<file path="src/rtl/apb_timer_arbiter.sv">
// Two-port round-robin APB master: shares one APB slave between two req/done agents.
// Optional ACCESS watchdog enabled by defining APB_ARB_TIMEOUT_EN.
module apb_timer_arbiter #(
  parameter int ADDR_WIDTH     = 8,
  parameter int DATA_WIDTH     = 8,
  parameter int TIMEOUT_CYCLES = 16
) (
  input  logic                  PCLK,
  input  logic                  PRESETn,
  input  logic                  req0,
  input  logic                  req1,
  input  logic                  we0,
  input  logic                  we1,
  input  logic [ADDR_WIDTH-1:0] addr0,
  input  logic [ADDR_WIDTH-1:0] addr1,
  input  logic [DATA_WIDTH-1:0] wdata0,
  input  logic [DATA_WIDTH-1:0] wdata1,
  output logic                  gnt0,
  output logic                  gnt1,
  output logic                  done0,
  output logic                  done1,
  output logic [DATA_WIDTH-1:0] rdata0,
  output logic [DATA_WIDTH-1:0] rdata1,
  output logic                  err0,
  output logic                  err1,
  output logic                  PSEL,
  output logic                  PENABLE,
  output logic                  PWRITE,
  output logic [ADDR_WIDTH-1:0] PADDR,
  output logic [DATA_WIDTH-1:0] PWDATA,
  input  logic                  PREADY,
  input  logic                  PSLVERR,
  input  logic [DATA_WIDTH-1:0] PRDATA
);

  typedef enum logic [1:0] {S_IDLE, S_SETUP, S_ACCESS, S_DONE} state_t;

  state_t                r_state, w_next;
  logic                  r_last, r_port;
  logic                  r_psel, r_penable, r_pwrite;
  logic [ADDR_WIDTH-1:0] r_paddr;
  logic [DATA_WIDTH-1:0] r_pwdata;
  logic                  r_gnt0, r_gnt1, r_done0, r_done1, r_err0, r_err1;
  logic [DATA_WIDTH-1:0] r_rdata0, r_rdata1;
  logic                  w_grant_valid, w_grant_port, w_complete, w_timeout;

  // On a tie the port that did not win last time gets the bus.
  assign w_grant_valid = req0 | req1;
  assign w_grant_port  = (req0 & req1) ? ~r_last : req1;
  assign w_complete    = (r_state == S_ACCESS) & (PREADY | w_timeout);

`ifdef APB_ARB_TIMEOUT_EN
  localparam int CW = $clog2(TIMEOUT_CYCLES + 1);
  logic [CW-1:0] r_tmo_cnt;

  always_ff @(posedge PCLK or negedge PRESETn) begin
    if (!PRESETn)                             r_tmo_cnt <= '0;
    else if (r_state == S_SETUP)              r_tmo_cnt <= '0;
    else if (r_state == S_ACCESS && !PREADY)  r_tmo_cnt <= r_tmo_cnt + CW'(1);
  end

  // Fires on the edge that would make the wait count reach the limit; PREADY wins a tie.
  assign w_timeout = (r_state == S_ACCESS) & ~PREADY &
                     (r_tmo_cnt == CW'(TIMEOUT_CYCLES - 1));
`else
  logic w_unused_tmo;
  assign w_unused_tmo = (TIMEOUT_CYCLES != 0);
  assign w_timeout    = 1'b0;
`endif

  always_ff @(posedge PCLK or negedge PRESETn) begin
    if (!PRESETn) r_state <= S_IDLE;
    else          r_state <= w_next;
  end

  always_comb begin
    w_next = r_state;
    case (r_state)
      S_IDLE:   if (w_grant_valid) w_next = S_SETUP;
      S_SETUP:  w_next = S_ACCESS;
      S_ACCESS: if (w_complete) w_next = S_DONE;
      S_DONE:   w_next = S_IDLE;
      default:  w_next = S_IDLE;
    endcase
  end

  always_ff @(posedge PCLK or negedge PRESETn) begin
    if (!PRESETn) begin
      r_last    <= 1'b1;
      r_port    <= 1'b0;
      r_psel    <= 1'b0;
      r_penable <= 1'b0;
      r_pwrite  <= 1'b0;
      r_paddr   <= '0;
      r_pwdata  <= '0;
      r_gnt0    <= 1'b0;
      r_gnt1    <= 1'b0;
      r_done0   <= 1'b0;
      r_done1   <= 1'b0;
      r_err0    <= 1'b0;
      r_err1    <= 1'b0;
      r_rdata0  <= '0;
      r_rdata1  <= '0;
    end else begin
      case (r_state)
        S_IDLE: if (w_grant_valid) begin
          r_port    <= w_grant_port;
          r_last    <= w_grant_port;
          r_psel    <= 1'b1;
          r_penable <= 1'b0;
          r_pwrite  <= w_grant_port ? we1    : we0;
          r_paddr   <= w_grant_port ? addr1  : addr0;
          r_pwdata  <= w_grant_port ? wdata1 : wdata0;
          r_gnt0    <= ~w_grant_port;
          r_gnt1    <= w_grant_port;
        end
        S_SETUP: r_penable <= 1'b1;
        S_ACCESS: if (w_complete) begin
          r_psel    <= 1'b0;
          r_penable <= 1'b0;
          r_pwrite  <= 1'b0;
          // Only the owning port's result registers move; writes keep old rdata.
          if (!r_port) begin
            r_done0 <= 1'b1;
            r_err0  <= w_timeout | PSLVERR;
            if (!r_pwrite) r_rdata0 <= w_timeout ? '0 : PRDATA;
          end else begin
            r_done1 <= 1'b1;
            r_err1  <= w_timeout | PSLVERR;
            if (!r_pwrite) r_rdata1 <= w_timeout ? '0 : PRDATA;
          end
        end
        S_DONE: begin
          r_done0 <= 1'b0;
          r_done1 <= 1'b0;
          r_gnt0  <= 1'b0;
          r_gnt1  <= 1'b0;
        end
        default: ;
      endcase
    end
  end

  assign PSEL    = r_psel;
  assign PENABLE = r_penable;
  assign PWRITE  = r_pwrite;
  assign PADDR   = r_paddr;
  assign PWDATA  = r_pwdata;
  assign gnt0    = r_gnt0;
  assign gnt1    = r_gnt1;
  assign done0   = r_done0;
  assign done1   = r_done1;
  assign err0    = r_err0;
  assign err1    = r_err1;
  assign rdata0  = r_rdata0;
  assign rdata1  = r_rdata1;

endmodule
</file>
<file path="config.mk">
export PLATFORM = sky130hd
export DESIGN_NAME = apb_timer_arbiter
export DESIGN_NICKNAME = d
export VERILOG_FILES = /design/src/rtl/apb_timer_arbiter.sv
export SDC_FILE = /design/constraint.sdc
export NUM_CORES = 1
export LEC_CHECK = 0
export ABC_AREA = 1
export CAP_MARGIN = 10
export CORE_AREA = 4 4 92 73
export DETAILED_ROUTE_END_ITERATION = 16
export DIE_AREA = 0 0 96 77
export PLACE_DENSITY = 0.77
export SETUP_SLACK_MARGIN = 0.5
export SLEW_MARGIN = 30
export SYNTH_ARGS = -nofsm -noshare
export SYNTH_HDL_FRONTEND = slang
export SYNTH_SLANG_ARGS = --single-unit
</file>
<file path="constraint.sdc">
create_clock -name PCLK -period 1.7 [get_ports PCLK]
set_clock_uncertainty 0.15 [all_clocks]
set_input_delay 0.34 -clock PCLK [delete_from_list [all_inputs] [get_ports PCLK]]
set_output_delay 0.34 -clock PCLK [all_outputs]
set_load 0.005 [all_outputs]
</file>
Word-level counts from Yosys, hierarchy flattened
Cells that the tools add are included.
- flip-flop bits (word level): 45
- equality and inequality tests: 7
- muxes and demuxes: 24
- bitwise logic cells: 7
- reduce and logical (&&, ||, !) cells: 16
- operators with widths (cell ; number):
    $reduce_and 3->1 ; 6
    $mux 8 ; 2
    $mux 1 ; 12
    $pmux 1 s2 ; 6
    $ne 2x2->1 const B ; 4
    $pmux 2 s4 ; 1
    $reduce_and 4->1 ; 2
    $reduce_and 2->1 ; 3
    $reduce_bool 2->1 ; 3
    $eq 2x2->1 const B ; 2
    $mux 2 ; 2
    $not 1->1 ; 4
    $pmux 1 s3 ; 1
    $reduce_bool 3->1 ; 1
    $and 1x1->1 ; 2
    $eq 2x1->1 const B ; 1
    $logic_not 2->1 ; 1
    $or 1x1->1 ; 1

Longest topological paths before layout
Gate-level depths: netlist (run 1).
- depth after elaboration: 5
- depth in mapped cells: 8
- mapped depth without buffers: 7

Least setup slack after synthesis (run 1)
Ideal clock, no wire load.
- kind: reg-to-reg
- from: register r_state[0]
- to: register r_paddr[2] (netlist: PADDR[2])
- library setup time: 0.074 ns
- arrival: 1.371 ns
- slack: 0.105 ns
- cell stages (with the launch flop): 9
- path buffers: 2
- clock period less this slack: 1.595 ns
- cells stage by stage: dfrtp_1 -> inv_1 -> ha_1 -> buf_2 -> inv_2 -> nor2_8 -> buf_4 -> nand2_1 -> o21ai_2
- word-level cells in the longest chain between the ends: 2
- ends and longest elaborated chain (element ; RTL line ; source):
    from (decl) ; 38 ; state_t r_state, w_next;
    from (signal assigned) ; 73 ; else r_state <= w_next;
    $logic_not 2->1 ; 105 ; case (r_state)
    $reduce_and 2->1 (no source line) ; - ;
    to (signal assigned) ; 112 ; r_paddr <= w_grant_port ? addr1 : addr0;
    to (decl) ; 41 ; logic [ADDR_WIDTH-1:0] r_paddr;
No other way between the ends.
A chain may end at the register's enable or synchronous reset.

Final worst setup path (run 1)
- from: register r_state[0]
- to: register r_rdata0[3] (netlist: rdata0[3])
- word-level cells in the longest chain between the ends: 3
- ends and longest elaborated chain (element ; RTL line ; source):
    $eq 2x2->1 (*) ; 50, 105 ;
    $and 1x1->1 ; 50 ; assign w_complete = (r_state == S_ACCESS) & (PREADY | w_timeout);
    $reduce_and 4->1 (no source line) (*) ; - ;
    to (signal assigned) ; 126 ; if (!r_pwrite) r_rdata0 <= w_timeout ? '0 : PRDATA;
    to (decl) ; 44 ; logic [DATA_WIDTH-1:0] r_rdata0, r_rdata1;
Mark *: on every way between the ends. The rest lies on a longest branch, timed or not.

==> results by stage, run 1 <==
Global routing:
- The via count of the first global-routing pass is 2112.
- After global routing the overflow that remains totals 0.
- The initial antenna violation count is 0.
- The global-route usage over all layers is 0.173.
- The first-pass GRT wire length is 10100 microns.
- The pin count of the biggest net entering global routing is 46.

Clocking:
- The deepest level of the CTS H-tree is 2.
- The clock net in this run drives a total of 45 sinks.
- The maximum root-to-sink buffer count is 2.
- The clock tree from TritonCTS is done.
- The clock latency at the later pin of the worst-skew pair is 0.29 ns.
- In this run, CTS created clock tree buffers numbering 5.
- The cell sitting at the root of the clock tree is a sky130_fd_sc_hd__clkbuf_8.
- The clock edge transition at the registers on the reported setup and hold paths is 0.09 ns.

Setup path:
- STA classifies the critical path endpoint as a flip-flop.
- The buffers plus inverters on the worst setup path is 2.
- The startpoint-to-endpoint class of the critical path is reg2reg.
- The standard cell with the maximum stage delay on the critical path is sky130_fd_sc_hd__dfrtp_2.
- The biggest cell delay along the critical path is 0.44 ns.
- At the worst endpoint, the arrival time is 1.50 ns.
- The kind of cell with the highest combined delay on the critical path is flip-flops.
- The critical path goes through inv_4, ha_4, nand2_4, clkinv_8, nand2_8, nand2_2, o21ai_1.
- The required time at the worst-slack endpoint is 1.74 ns.
- STA classifies the critical path startpoint as a flip-flop.
- Along the worst path, the maximum fanout reaches 8.

Synth:
- The share of Yosys cell area claimed by the top area cell type is 0.498.
- The count of mapped cells out of synthesis is 269.
- The number of distinct library cells after synthesis is 23.
- The number of nets in the synthesized netlist is 324.
- The cell accounting for the most synthesized area is sky130_fd_sc_hd__dfrtp_1.
- The post-synthesis average cell area is 8.22 sq um.
- The total number of yosys warnings is 0.
- The post-synthesis instance area is 0.00221 sq mm.
- The portion of the post-synthesis area used by sequential elements is 0.510.
- The flop and latch count out of synthesis is 45.
- By area the synthesized netlist is led by sky130_fd_sc_hd__dfrtp_1 (50%), sky130_fd_sc_hd__nand2_1 (16%), sky130_fd_sc_hd__inv_1 (6.1%), sky130_fd_sc_hd__o21ai_0 (4.8%), sky130_fd_sc_hd__o21ai_2 (4.4%).

Placement:
- At the end of routability-driven placement, the weighted congestion stood at 0.735.
- The number of placed cells counting well taps is 433.
- After legalization and detailed placement, the total HPWL measured 4000 microns.
- The number of I/O port buffers is 88.

Layout:
- The footprint of the flip-flops and latches is 0.00113 sq mm.
- The share of cells above drive strength 1 is 0.435.
- 0 antenna diodes ended up in the layout.
- The finished layout holds 492 standard cells, fillers aside.
- The filler cell count is 427.
- The commonest non-fill, non-tap cell in the layout is sky130_fd_sc_hd__nand2_1.
- Leaving out fill and tap cells, the most frequent cells in the layout are sky130_fd_sc_hd__nand2_1 (66), sky130_fd_sc_hd__clkdlybuf4s50_1 (44), sky130_fd_sc_hd__buf_4 (43), sky130_fd_sc_hd__dfrtp_1 (41), sky130_fd_sc_hd__buf_2 (41).
- The net total in the final layout is 468.
- In the final layout, the multi-input gates occupy 0.00122 sq mm.
- From synthesis to final layout, the design area changed by 75.1%.

Timing:
- In this run the tightest slew margin relative to its limit is 0.779.
- At the pin with the least slew margin, the transition time is 0.332 ns.
- The hold violation total from the final report is 0.
- Setup violations remaining at the end of the flow were counted as 0.
- Setup repair after global routing could not meet its margin everywhere.
- The number of slew-limit violations in the final report is 0.
- Subtracting the final worst setup slack from the clock period gives 1.46 ns.
- Dividing the final minimum period by the clock period gives 0.858.
- The final total negative setup slack is 0 ns.
- The upper clock frequency limit is 0.686 GHz.

Die:
- The placeable core area is 0.00574 sq mm.
- For this design the top-level I/O count stands at 89.
- The overall die height is 77 microns.
- The die covers 0.00739 sq mm.
- For this configuration, the core starts out at a cell density of 0.386.
- The number of cell rows is 24.
- The die extent in x is 96 microns.

Route:
- The pre-antenna-repair detailed-routing pass consisted of 4 iterations.
- Once detail routing completed, the nets flagged for antenna violations numbered 0.
- Dividing the detail-routed wire length by the instance count gives 13.2 microns.
- The first routing iteration left 111 violations.
- The aggregate routed wire length is 6520 microns.
- After detailed routing, the number of vias per cell comes to 4.56.
- For this block, the via count after detailed routing is 2245.
- The detailed-route DRC error count is 0.

Outcome:
- The flow ran to the end, and the final reports show no timing, DRC or antenna violations.

Pwr:
- The total power is 0.00627 W.
- VDD sags by at most 0.000467 V.
- Summed over all cells, the static leakage comes to 1.97 nW.
- Power spread over the standard cell area amounts to 1620 mW/mm^2.

Hold path:
- The tightest min-delay check is of the reg2reg type.

Job:
- The reported max-cap violation count is 0.
-- stage by stage --
stage	setup WS (ns)	hold WS [ns]	utilization	cell area [sq um]
after global placement	-0.0319	0.186	0.572	3280
after floorplan	0.250	-0.106	-	2290
after global routing	0.176	0.339	0.675	3870
final	0.241	0.333	0.675	3870
after detailed placement	-0.0827	0.191	0.572	3280
after CTS	0.291	0.334	0.626	3590
-- report_power, final --
part | leakage [nW] | internal (W) | total, W | switching (W)
clock | 0.0447 | 0.000297 | 0.000679 | 0.000382
combinational | 1.37 | 0.00186 | 0.00368 | 0.00181
sequential | 0.552 | 0.00160 | 0.00192 | 0.000318
-- synthesized netlist by cell type, drive strengths merged --
cell and count:
a21oi 1, o21ai 38, nor2 23, buf 8
inv 37, dfstp 1, o211ai 2, nor3 1
ha 7, dfrtp 44, nand4 2, nand3b 1
nand3 9, nand2 95
-- flip-flops by register name, summed over array words and instances (netlist names) --
signal and flops:
rdata1 8, PADDR 8, done1 1, err1 1, done0 1, rdata0 8, gnt0 1, r_last 1
PWDATA 8, PENABLE 1, PSEL 1, r_port 1, r_state 2, gnt1 1, PWRITE 1, err0 1
-- kinds of logic (layout without fill, tap and decap cells) --
kind of cell,count (synthesis),in the layout,synth area share
simple gates,131,136,0.244
fa+ha+maj,7,7,0.0396
buf+inv,45,185,0.0882
compound gates,41,41,0.119
flops,45,45,0.510
-- area by class of cell --
| cell class | instances | share of cell area |
|---|---|---|
| inverters | 37 | 0.0423 |
| clock buffers | 5 | 0.0178 |
| repair buffers | 140 | 0.300 |
| clock inverters | 3 | 0.00646 |
| multi-input cells | 184 | 0.316 |
| well taps | 78 | 0.0252 |
| flip-flops and latches | 45 | 0.292 |
-- final timing paths --
| path | start | end | slack, ns | depth (start not counted) |
|---|---|---|---|---|
| setup / recovery | r_state[0]$_DFFE_PN0P_ | rdata0[3]$_DFFE_PN0P_ | 0.24 | 7 |
| hold / removal | PADDR[2]$_DFFE_PN0P_ | PADDR[2]$_DFFE_PN0P_ | 0.33 | 2 |
| setup reg to reg | r_state[0]$_DFFE_PN0P_ | rdata0[3]$_DFFE_PN0P_ | 0.24 | 7 |
| hold reg to reg | PADDR[2]$_DFFE_PN0P_ | PADDR[2]$_DFFE_PN0P_ | 0.33 | 2 |
| max in group asynchronous | PRESETn | r_last$_DFFE_PN1P_ | 0.73 | 3 |
| min in group asynchronous | PRESETn | rdata0[1]$_DFFE_PN0P_ | 0.40 | 3 |
-- worst register-to-register path, cell delays in order (launching register included) --
cell,delay [ns]
sky130_fd_sc_hd__dfrtp_2,0.44
sky130_fd_sc_hd__inv_4,0.11
sky130_fd_sc_hd__ha_4,0.17
sky130_fd_sc_hd__nand2_4,0.09
sky130_fd_sc_hd__clkinv_8,0.12
sky130_fd_sc_hd__nand2_8,0.11
sky130_fd_sc_hd__nand2_2,0.11
sky130_fd_sc_hd__o21ai_1,0.07
-- per-layer routing --
layer  up-vias  routed length, microns  global-route usage
met4         0                      57              0.0355
met1      1028                    2770               0.219
met5         -                       0                   0
met3         6                     501              0.0597
met2        82                    3190               0.283
li1       1129                       -                   -
-- what timing repair did --
| item | 4_1_cts | 5_1_grt |
|---|---|---|
| hold buffers | 1 | 0 |
| gates cloned | 6 | 0 |
| endpoints found under the setup margin | 86 | 86 |
| gates resized for setup | 203 | 38 |
| buffers inserted | 26 | 18 |
| hold endpoints to repair | 44 | 0 |
| pin swaps | 8 | 11 |
Note: power is estimated with default switching activity, not from simulation.
==> run 2, diff against run 1 <==
Settings changed: CORE_AREA 4 4 92 73 to 4 4 84 66, CTS_BUF_LIST set to sky130_fd_sc_hd__clkbuf_8, DIE_AREA 0 0 96 77 to 0 0 88 70, PLACE_DENSITY 0.77 to 0.88, TNS_END_PERCENT set to 50.
Clock period 1.7 ns to 1.8 ns, I/O delays scaled along.
==> run 2 against run 1 <==
Clock power is 16% higher. Global-route usage is 4.1 points higher. Core utilization is 9.8 points higher. Maximum frequency is 2.4% lower. Worst hold slack worse by 0.0058 ns. Final area is 4.9% lower. Non-clock buffer count is 18 lower. First-iteration DRC count is 71% lower. Cell count is 7.3% lower. Count of clock-buffer cells in the layout stayed put. Critical endpoint is now PWDATA[2]$_DFFE_PN0P_. Largest cell class unchanged. Largest power group unchanged.
==> results by stage, run 2 (synthesis gave the netlist of run 1 again) <==
Die:
- The die is 70 microns tall.
- The count of pins on the block boundary is 89.
- The number of cell rows is 22.
- The die covers 0.00616 sq mm.
- For this configuration, the core starts out at a cell density of 0.465.
- The placeable core area is 0.00476 sq mm.
- Measured along the x axis, the die boundary spans 88 microns.

Setup path:
- The flop-to-flop setup slack is 0.30 ns.
- The signal on the critical path passes through inv_2, ha_4, inv_8, nor2_4, nand2_1, o21ai_2.
- In this design, the stage delay of the slowest critical-path cell is 0.49 ns.
- The sort of element at the end of the critical path is a flip-flop.
- STA classifies the critical path startpoint as a flip-flop.
- The origin of the worst setup path is r_state[1]$_DFFE_PN0P_.
- In this run the worst path has a maximum fanout of 6.
- In this run the critical register-to-register path is launched from r_state[1]$_DFFE_PN0P_.
- Measured in cells, the most critical reg-to-reg path has a length of 6.
- The buffers plus inverters on the worst setup path is 2.
- The startpoint-to-endpoint class of the critical path is reg2reg.
- STA puts the critical path data required time at 1.88 ns.
- The cell family contributing the most delay on the critical path is flip-flops.
- The critical path crosses 6 cells after its start point.
- The slowest stage of the critical path is the sky130_fd_sc_hd__dfrtp_2 cell.
- The signal arrival time at the worst endpoint is 1.58 ns.
- The endpoint of the worst setup timing path is PWDATA[2]$_DFFE_PN0P_.
- In this run the critical register-to-register path is captured at PWDATA[2]$_DFFE_PN0P_.

Global routing:
- For this run, global-route usage on met3 was measured as 0.0731.
- The layer flagged by global routing as most heavily used is met2.
- The met2 track demand over resource in global routing is 0.348.
- The met1 usage in global routing is 0.268.
- In the global route stage, overall resource usage came out at 0.214.
- The initial antenna violation count is 0.
- The via count of the first global-routing pass is 2248.
- The pin count of the biggest net entering global routing is 25.
- The total congestion overflow after global routing is 0.
- The first global-routing pass estimated 10400 microns of wire.

Layout:
- The final design area excluding fillers is 0.00368 sq mm.
- The number of antenna diodes in the final layout is 0.
- The layout overhead on the synthesized area is 66.5%.
- Once layout is complete, the utilization of the core stands at 0.774.
- Leaving out fill and tap cells, the most frequent cell in the layout is sky130_fd_sc_hd__nand2_1.
- Leaving out fill and tap cells, the most frequent cells in the layout are sky130_fd_sc_hd__nand2_1 (66), sky130_fd_sc_hd__clkdlybuf4s50_1 (43), sky130_fd_sc_hd__dfrtp_1 (42), sky130_fd_sc_hd__buf_2 (41), sky130_fd_sc_hd__inv_1 (30).
- The net total in the final layout is 450.
- Of the cells placed in the final design, the portion with a size suffix greater than 1 is 0.404.
- The filler cell count is 312.

Placement:
- At the end of routability-driven placement, the weighted congestion stood at 0.801.
- The HPWL after detailed placement is 4270 microns.
- The number of I/O port buffers is 88.
- In this run the cell area measured after placement is 0.00325 sq mm.

Hold path:
- The path class of the tightest hold or removal check is reg2reg.

Route:
- Detailed routing inserted a total of 2255 vias.
- The number of iterations in the first detailed-routing pass is 4.
- The routed via count divided by cell count is 4.95.
- In this run the remaining antenna-violating nets after routing total 0.
- The aggregate routed wire length is 6830 microns.
- The detailed router finished its first iteration with 32 violations.
- For this run, design rule violations remaining after detail routing come to 0.
- The mean routed wirelength per cell is 15.0 microns.

Outcome:
- The run finished with clean final reports.

Timing:
- The remaining max-slew budget at the tightest pin is 0.682.
- Derived from the worst setup path, the maximum achievable clock frequency is 0.669 GHz.
- The hold violation total from the final report is 0.
- In the finished design, the share of the clock period the worst path needs comes to 0.831.
- Hold timing on the final database bottoms out at a slack of 0.327 ns.
- The number of slew-limit violations in the final report is 0.
- Setup violations remaining at the end of the flow were counted as 0.
- Setup repair after global routing could not meet its margin everywhere.
- The slew of the pin with the lowest slew margin is 0.477 ns.
- The post-route minimum period is 1.50 ns.

Clocking:
- At the later pin of the worst-skew pair, clock insertion delay measures 0.30 ns.
- The maximum root-to-sink buffer count is 2.
- TritonCTS built the clock tree.
- The clock drives 45 sinks.
- The clock buffer count from CTS is 5.
- The CTS root buffer is sky130_fd_sc_hd__clkbuf_8.
- The clock edge transition at the registers on the reported setup and hold paths is 0.09 ns.
- The deepest level of the CTS H-tree is 2.

Pwr:
- In this run the power density over the cells is 1580 mW/mm^2.
- Of the total power, the clock network draws 0.135.
- The power share of the combinational group is 0.549.
- The internal cell power is 0.00343 W.
- The net switching power figure is 0.00238 W.
- The worst-case IR drop observed on VDD is 0.000718 V.
- The total leakage power is 1.86 nW.
- The share of total power dissipated in sequential elements is 0.316.
- Of the total power, the share spent switching nets is 0.410.

Job:
- The reported max-cap violation count is 0.
[run 2: power groups by stage]
stage | Combinational, W | Clock (W) | Sequential [W]
2_1_floorplan | 0.00131 | 0 | 0.00183
3_3_place_gp | 0.00251 | 0 | 0.00181
3_5_place_dp | 0.00259 | 0 | 0.00182
4_1_cts | 0.00271 | 0.000789 | 0.00179
5_1_grt | 0.00349 | 0.000832 | 0.00190
6_report | 0.00319 | 0.000785 | 0.00184
[run 2: stage by stage]
stage                     power, W  std cells  setup TNS [ns]  setup slack (ns)
after floorplan            0.00314        269               0             0.349
after global placement     0.00432        417               0           0.00733
after detailed placement   0.00441        417          -0.602           -0.0594
after CTS                  0.00529        452               0             0.361
after global routing       0.00622        456               0             0.257
final                      0.00581        456               0             0.305
[run 2: repair_timing]
action	in CTS	in global routing
endpoints found under the setup margin	86	89
hold endpoints to repair	18	0
hold buffers	1	0
pin swaps	7	8
resized for setup	181	65
gates cloned	3	2
setup buffers	23	2
[run 2: layer usage]
metal	vias up	share of wire
met1	1064	0.39
met3	10	0.091
met4	0	0.012
li1	1093	-
met2	88	0.51
met5	-	0
[run 2: tightest hold or removal path, stage by stage (launching register included)]
cell and delay (ns):
sky130_fd_sc_hd__dfstp_2 0.38, sky130_fd_sc_hd__nand2_1 0.05, sky130_fd_sc_hd__nand2_1 0.05
[run 2: layout make-up]
type / instances / area, sq um / area share
clock buffer: 5 / 68.8 / 0.0187
clock inverter: 3 / 46.3 / 0.0126
inverter: 37 / 166 / 0.0452
multi-input combinational: 184 / 1220 / 0.331
sequential: 45 / 1130 / 0.307
tap: 60 / 75.1 / 0.0204
timing repair buffer: 122 / 977 / 0.265
[run 2: how the worst min path moves through the flow]
stage | end | startpoint | depth (start not counted) | slack [ns]
floorplan | PADDR[0]$_DFFE_PN0P_ | PRESETn | 0 | -0.09
CTS | PENABLE$_DFFE_PN0P_ | PENABLE$_DFFE_PN0P_ | 2 | 0.33
finish | r_last$_DFFE_PN1P_ | r_last$_DFFE_PN1P_ | 2 | 0.33
global placement | rdata0[4]$_DFFE_PN0P_ | PRESETn | 1 | 0.18
detailed placement | rdata0[4]$_DFFE_PN0P_ | PRESETn | 1 | 0.19
global route | r_last$_DFFE_PN1P_ | r_last$_DFFE_PN1P_ | 2 | 0.33
==> run 3, diff against run 2 <==
Settings changed: CORE_AREA 4 4 84 66 to 4 4 91 72, DIE_AREA 0 0 88 70 to 0 0 95 76, PLACE_DENSITY 0.88 to 0.78.
Clock period 1.8 ns to 1.35 ns, I/O delays scaled along.
==> run 3 against run 2 <==
Core utilization is 10 points lower. Maximum frequency is 2.9% higher. Combinational power up 34%. First-iteration DRC count increased by 78%. Largest power group unchanged. Register-to-register slack worse by 0.41 ns. Clock power rose by 54%. Die area is 17% higher. The flow now finishes with violations (negative hold slack, negative setup slack). Power grew 36%. Highest routed layer unchanged.
==> results by stage, run 3 (synthesis gave the netlist of run 1 again) <==
Clocking:
- The CTS root buffer is sky130_fd_sc_hd__clkbuf_8.
- TritonCTS built the clock tree.
- At the later pin of the worst-skew pair, clock insertion delay measures 0.30 ns.
- The H-tree was split into 2 levels.
- The maximum root-to-sink buffer count is 2.
- The clock net sink count is 45.
- TritonCTS created 5 clock buffers.
- The clock edge transition at the registers on the reported setup and hold paths is 0.09 ns.

Route:
- The number of iterations in the first detailed-routing pass is 4.
- The via total after detailed routing is 2239.
- In this run the remaining antenna-violating nets after routing total 0.
- Dividing the detail-routed via count by the number of cells gives 4.68.
- The aggregate routed wire length is 6640 microns.
- The number of design-rule violations left by the first detailed-router iteration is 57.
- The detailed-route DRC error count is 0.
- The mean routed wirelength per cell is 13.9 microns.

Layout:
- The total inserted antenna cells is 0.
- The share of the core filled with cells in the final layout is 0.671.
- After routing the design area is 0.00379 sq mm.
- From synthesis to final layout, the design area changed by 71.3%.
- The library cells used most frequently in the layout, excluding fill and tap cells, are sky130_fd_sc_hd__nand2_1 (59), sky130_fd_sc_hd__clkdlybuf4s50_1 (44), sky130_fd_sc_hd__dfrtp_1 (43), sky130_fd_sc_hd__buf_2 (42), sky130_fd_sc_hd__inv_1 (31).
- Of the cells placed in the final design, the portion with a size suffix greater than 1 is 0.428.
- For this run, the post-layout net count is 454.
- The commonest non-fill, non-tap cell in the layout is sky130_fd_sc_hd__nand2_1.

Placement:
- The count of buffers added on input and output ports is 88.
- The worst slack after detailed placement is -0.339 ns.
- The total placed instance area is 0.00339 sq mm.
- Detailed placement ended at an HPWL of 4400 microns.
- The final weighted congestion in routability-driven placement is 0.802.

Timing:
- The post-route minimum period is 1.45 ns.
- Setup repair after global routing could not meet its margin everywhere.
- The remaining max-slew budget at the tightest pin is 0.762.
- The slew of the pin with the lowest slew margin is 0.357 ns.
- Setup violations remaining at the end of the flow were counted as 41.
- The hold violation total from the final report was 22.
- The number of slew-limit violations in the final report was 0.
- Derived from the worst setup path, the maximum achievable clock frequency is 0.688 GHz.
- After layout, the worst setup slack is -0.103 ns.
- The minimum hold slack is -0.285 ns.
- Dividing the final minimum period by the clock period gives 1.08.

Job:
- The reported max-cap violation count is 0.

Setup path:
- The signal arrival time at the worst endpoint is 1.53 ns.
- The number of buffers and inverters on the critical path is 2.
- Grouping stages by cell kind, the critical path spends the most delay in flip-flops.
- The sort of element at the end of the critical path is a flip-flop.
- The standard cell with the maximum stage delay on the critical path is sky130_fd_sc_hd__dfrtp_2.
- The startpoint type of the worst setup path is a flip-flop.
- On the worst path, the slowest cell contributes a delay of 0.46 ns.
- In this design, the critical path's most frequently occurring cell is sky130_fd_sc_hd__nand2_8.
- The critical path is of the reg2reg type.
- The signal on the critical path passes through buf_12, ha_4, nand2_8, clkinv_8, nand2_8, nand2_2, o21ai_1.
- The required time at the worst-slack endpoint is 1.43 ns.
- In this run the worst path has a maximum fanout of 8.

Global routing:
- Across every metal layer, demand over resource in global routing totals 0.170.
- The total overflow left after global routing is 0.
- The first-pass GRT wire length is 9800 microns.
- Entering global routing, the biggest net connects 27 pins.
- The via count of the first global-routing pass came to 2116.
- The initial antenna violation count was 0.

Die:
- The die covers 0.00722 sq mm.
- The placeable core area is 0.00565 sq mm.
- The die extent in x is 95 microns.
- The effective utilization at floorplan is 0.392.
- The count of pins on the block boundary is 89.
- Measured along the y axis, the die boundary spans 76 microns.
- Row generation in the floorplan step produced 24 rows.

Outcome:
- The checks that failed: negative hold slack, negative setup slack.
- The run finished, with violations left.

Hold path:
- The min-delay analysis places its worst path in the category in2async.

Pwr:
- Summed over all cells, the static leakage comes to 1.91 nW.
- VDD sags by at most 0.000774 V.
- Power spread over the standard cell area amounts to 2090 mW/mm^2.
[run 3: final timing paths]
| check | from | endpoint | slack, ns | depth (start not counted) |
|---|---|---|---|---|
| worst min-delay path | PRESETn | PWDATA[7]$_DFFE_PN0P_ | -0.29 | 1 |
| min in group PCLK | r_last$_DFFE_PN1P_ | r_last$_DFFE_PN1P_ | 0.32 | 2 |
| worst max-delay path | r_state[1]$_DFFE_PN0P_ | rdata1[6]$_DFFE_PN0P_ | -0.10 | 7 |
| worst max register to register | r_state[1]$_DFFE_PN0P_ | rdata1[6]$_DFFE_PN0P_ | -0.10 | 7 |
| worst min register to register | r_last$_DFFE_PN1P_ | r_last$_DFFE_PN1P_ | 0.32 | 2 |
| max in group asynchronous | PRESETn | rdata1[5]$_DFFE_PN0P_ | 0.91 | 2 |
[run 3: worst reg2reg max path, stage by stage (launching register included)]
cell and delay [ns]:
sky130_fd_sc_hd__dfrtp_2 0.46, sky130_fd_sc_hd__buf_12 0.14, sky130_fd_sc_hd__ha_4 0.18, sky130_fd_sc_hd__nand2_8 0.09, sky130_fd_sc_hd__clkinv_8 0.11, sky130_fd_sc_hd__nand2_8 0.13
sky130_fd_sc_hd__nand2_2 0.06, sky130_fd_sc_hd__o21ai_1 0.07
[run 3: routing by layer]
layer,up-vias,wire [microns],part of all wire,global-route usage
met3,7,498,0.075,0.0602
met2,79,3280,0.49,0.279
met1,1053,2790,0.42,0.215
met4,0,73,0.011,0.0346
met5,-,0,0,0
li1,1100,-,-,-
[run 3: power by group]
part,total [W],internal [W],switching [W]
clock,0.00121,0.000735,0.000478
combinational,0.00429,0.00208,0.00221
sequential,0.00242,0.00201,0.000415
total,0.00793,0.00482,0.00311
[run 3: what timing repair did]
item	in CTS	in global routing
resized for setup	183	65
gates cloned	3	3
buffers inserted	15	2
hold endpoints to repair	15	9
pin swaps	13	9
setup endpoints to repair	86	86
[run 3: layout make-up]
class	count	area (sq um)
clock inverters	3	65.1
fillers	454	1860
clock buffers	5	68.8
well taps	78	97.6
repair buffers	126	1040
flip-flops and latches	45	1130
inverters	37	161
multi-input cells	184	1230
[run 3: per-stage QoR]
step / TNS (ns) / power [W] / cells
after floorplan: -1.25 / 0.00419 / 269
after global placement: -10.10 / 0.00601 / 447
after detailed placement: -11.45 / 0.00615 / 447
after CTS: -1.32 / 0.00731 / 473
after global routing: -4.94 / 0.00852 / 478
final: -2.71 / 0.00793 / 478
==> variant (settings of run 1) <==
Add a define of `APB_ARB_TIMEOUT_EN`.
--- a/src/rtl/apb_timer_arbiter.sv
+++ b/src/rtl/apb_timer_arbiter.sv
@@ -1,4 +1,6 @@
 // Two-port round-robin APB master: shares one APB slave between two req/done agents.
 // Optional ACCESS watchdog enabled by defining APB_ARB_TIMEOUT_EN.
+`define APB_ARB_TIMEOUT_EN
+
 module apb_timer_arbiter #(
   parameter int ADDR_WIDTH     = 8,
Check against the original RTL: same outputs for any inputs over 10 cycles, from zero or initial values and one cycle with PRESETn low; that may be too few to reach the edited logic, so the function may still have changed.
==> variant against run 1 <==
The run now ends with hold timing, setup timing left; area after synthesis up 8.1%; total power rose by 8.4%; largest cell class unchanged; sequential share of layout area rose by 0.72 points; setup slack lost 0.34 ns; core utilization up 5.6 points; sequential cell count increased by 5; routed wire length increased by 16%; cell area up 8.3%; largest power group unchanged; global-route usage up 2.6 points; combinational power increased by 5.7%.
==> variant: results (changes against run 1) <==
* P_sw at 0.00260 W (was 0.00251 W)
* Sequential cell area fraction in the yosys report at 52.4% (was 51.0%)
* GRT Util Overall at 19.9% (was 17.3%)
* GR Layer Usage met3 at 6.56% (was 5.97%)
* Grt met1 use at 25.0% (was 21.9%)
* R2R Setup Slk at -0.09 ns (was 0.24 ns)
* First-pass GRT wire length at 11700 um (was 10100 um)
* Commonest cells post-synth: nand2_1, dfrtp_1, inv_1 (unchanged)
* Synth unique cells at 21 (was 23)
* Synth area leaders: dfrtp_1, nand2_1, inv_1 (unchanged)
* Final setup margin at -0.0944 ns (was 0.241 ns)
* Final hold violations at 14 (was 0)
* Routed wl met3 at 624 um (was 501 um)
* Critical R2R Capture: rdata1[7] (was rdata0[3])
* Final hold slack at -0.196 ns (was 0.333 ns)
* Met2 WL at 3690 um (was 3190 um)
* Adder-cell share of the synthesized area at 3.66% (was 3.96%)
* Switching share of power at 38.3% (was 40.1%)
* Leak at 2.18 nW (was 1.97 nW)
* Cell depth of the worst flop-to-flop path at 11 (was 7)
* Starting DRT DRC Count at 74 (was 111)
* Post-synthesis compound-gate area fraction at 11.8% (was 11.9%)
* Failing checks: hold timing, setup timing
* Delay of the slowest cell on the worst path at 0.40 ns (was 0.44 ns)
* WL per Instance at 14.3 um (was 13.2 um)
* Sequential share of power at 30.7% (was 30.5%)
* Detailed placement HPWL at 4660 um (was 4000 um)
* Largest net degree at the start of global routing at 36 (was 46)
* Final Setup Violations at 22 (was 0)
* Status: finished, violations left (was complete, no violations)
variant: cell types whose count changed after synthesis, sizes merged:
cell,before,now
o31ai,0,1
inv,37,42
nand2,95,117
nor2,23,10
dfrtp,44,49
o22ai,0,1
nand4,2,1
or2,0,1
o21ai,38,23
o211ai,2,17
a21oi,1,5
variant: layout make-up:
| class | count | area (um2) |
|---|---|---|
| clock buffer | 7 | 76.3 |
| clock inverter | 1 | 30.0 |
| fill | 435 | 1540 |
| inverter | 42 | 173 |
| multi-input combinational | 196 | 1280 |
| sequential | 50 | 1250 |
| tap | 78 | 97.6 |
| timing repair buffer | 155 | 1270 |
| timing repair inverter | 2 | 18.8 |
variant: worst min-delay path by stage:
| stage | from | end | depth (start not counted) |
|---|---|---|---|
| after floorplan | PRESETn | PADDR[0] | 0 |
| after global placement | PRESETn | r_tmo_cnt[0] | 1 |
| after detailed placement | PRESETn | r_tmo_cnt[1] | 1 |
| after CTS | PRESETn | done0 | 1 |
| after global routing | PRESETn | done0 | 1 |
| final | PRESETn | done0 | 1 |
variant: logic make-up (layout without fill, tap and decap cells):
logic type / after synthesis / count (layout)
AND/OR/NAND/NOR: 140 / 142
flip-flops: 50 / 50
buffers and inverters: 50 / 207
AO/OA/AOI/OAI: 47 / 47
adder cells (fa/ha/maj): 7 / 7
variant: metrics by stage:
stage                     area [um2]  worst slack, ns  std cells
after global placement          3570          -0.0789        467
after CTS                       3850          -0.0429        504
final                           4190          -0.0944        531
after detailed placement        3570           -0.131        467
after global routing            4190           -0.166        531
after floorplan                 2540           0.0952        294
variant: repair_timing:
action / 4_1_cts / 5_1_grt
pin swaps: 12 / 17
endpoints found under the setup margin: 91 / 91
buffers inserted: 25 / 26
hold endpoints to repair: 14 / 14
gates cloned: 4 / 1
gates resized for setup: 214 / 33
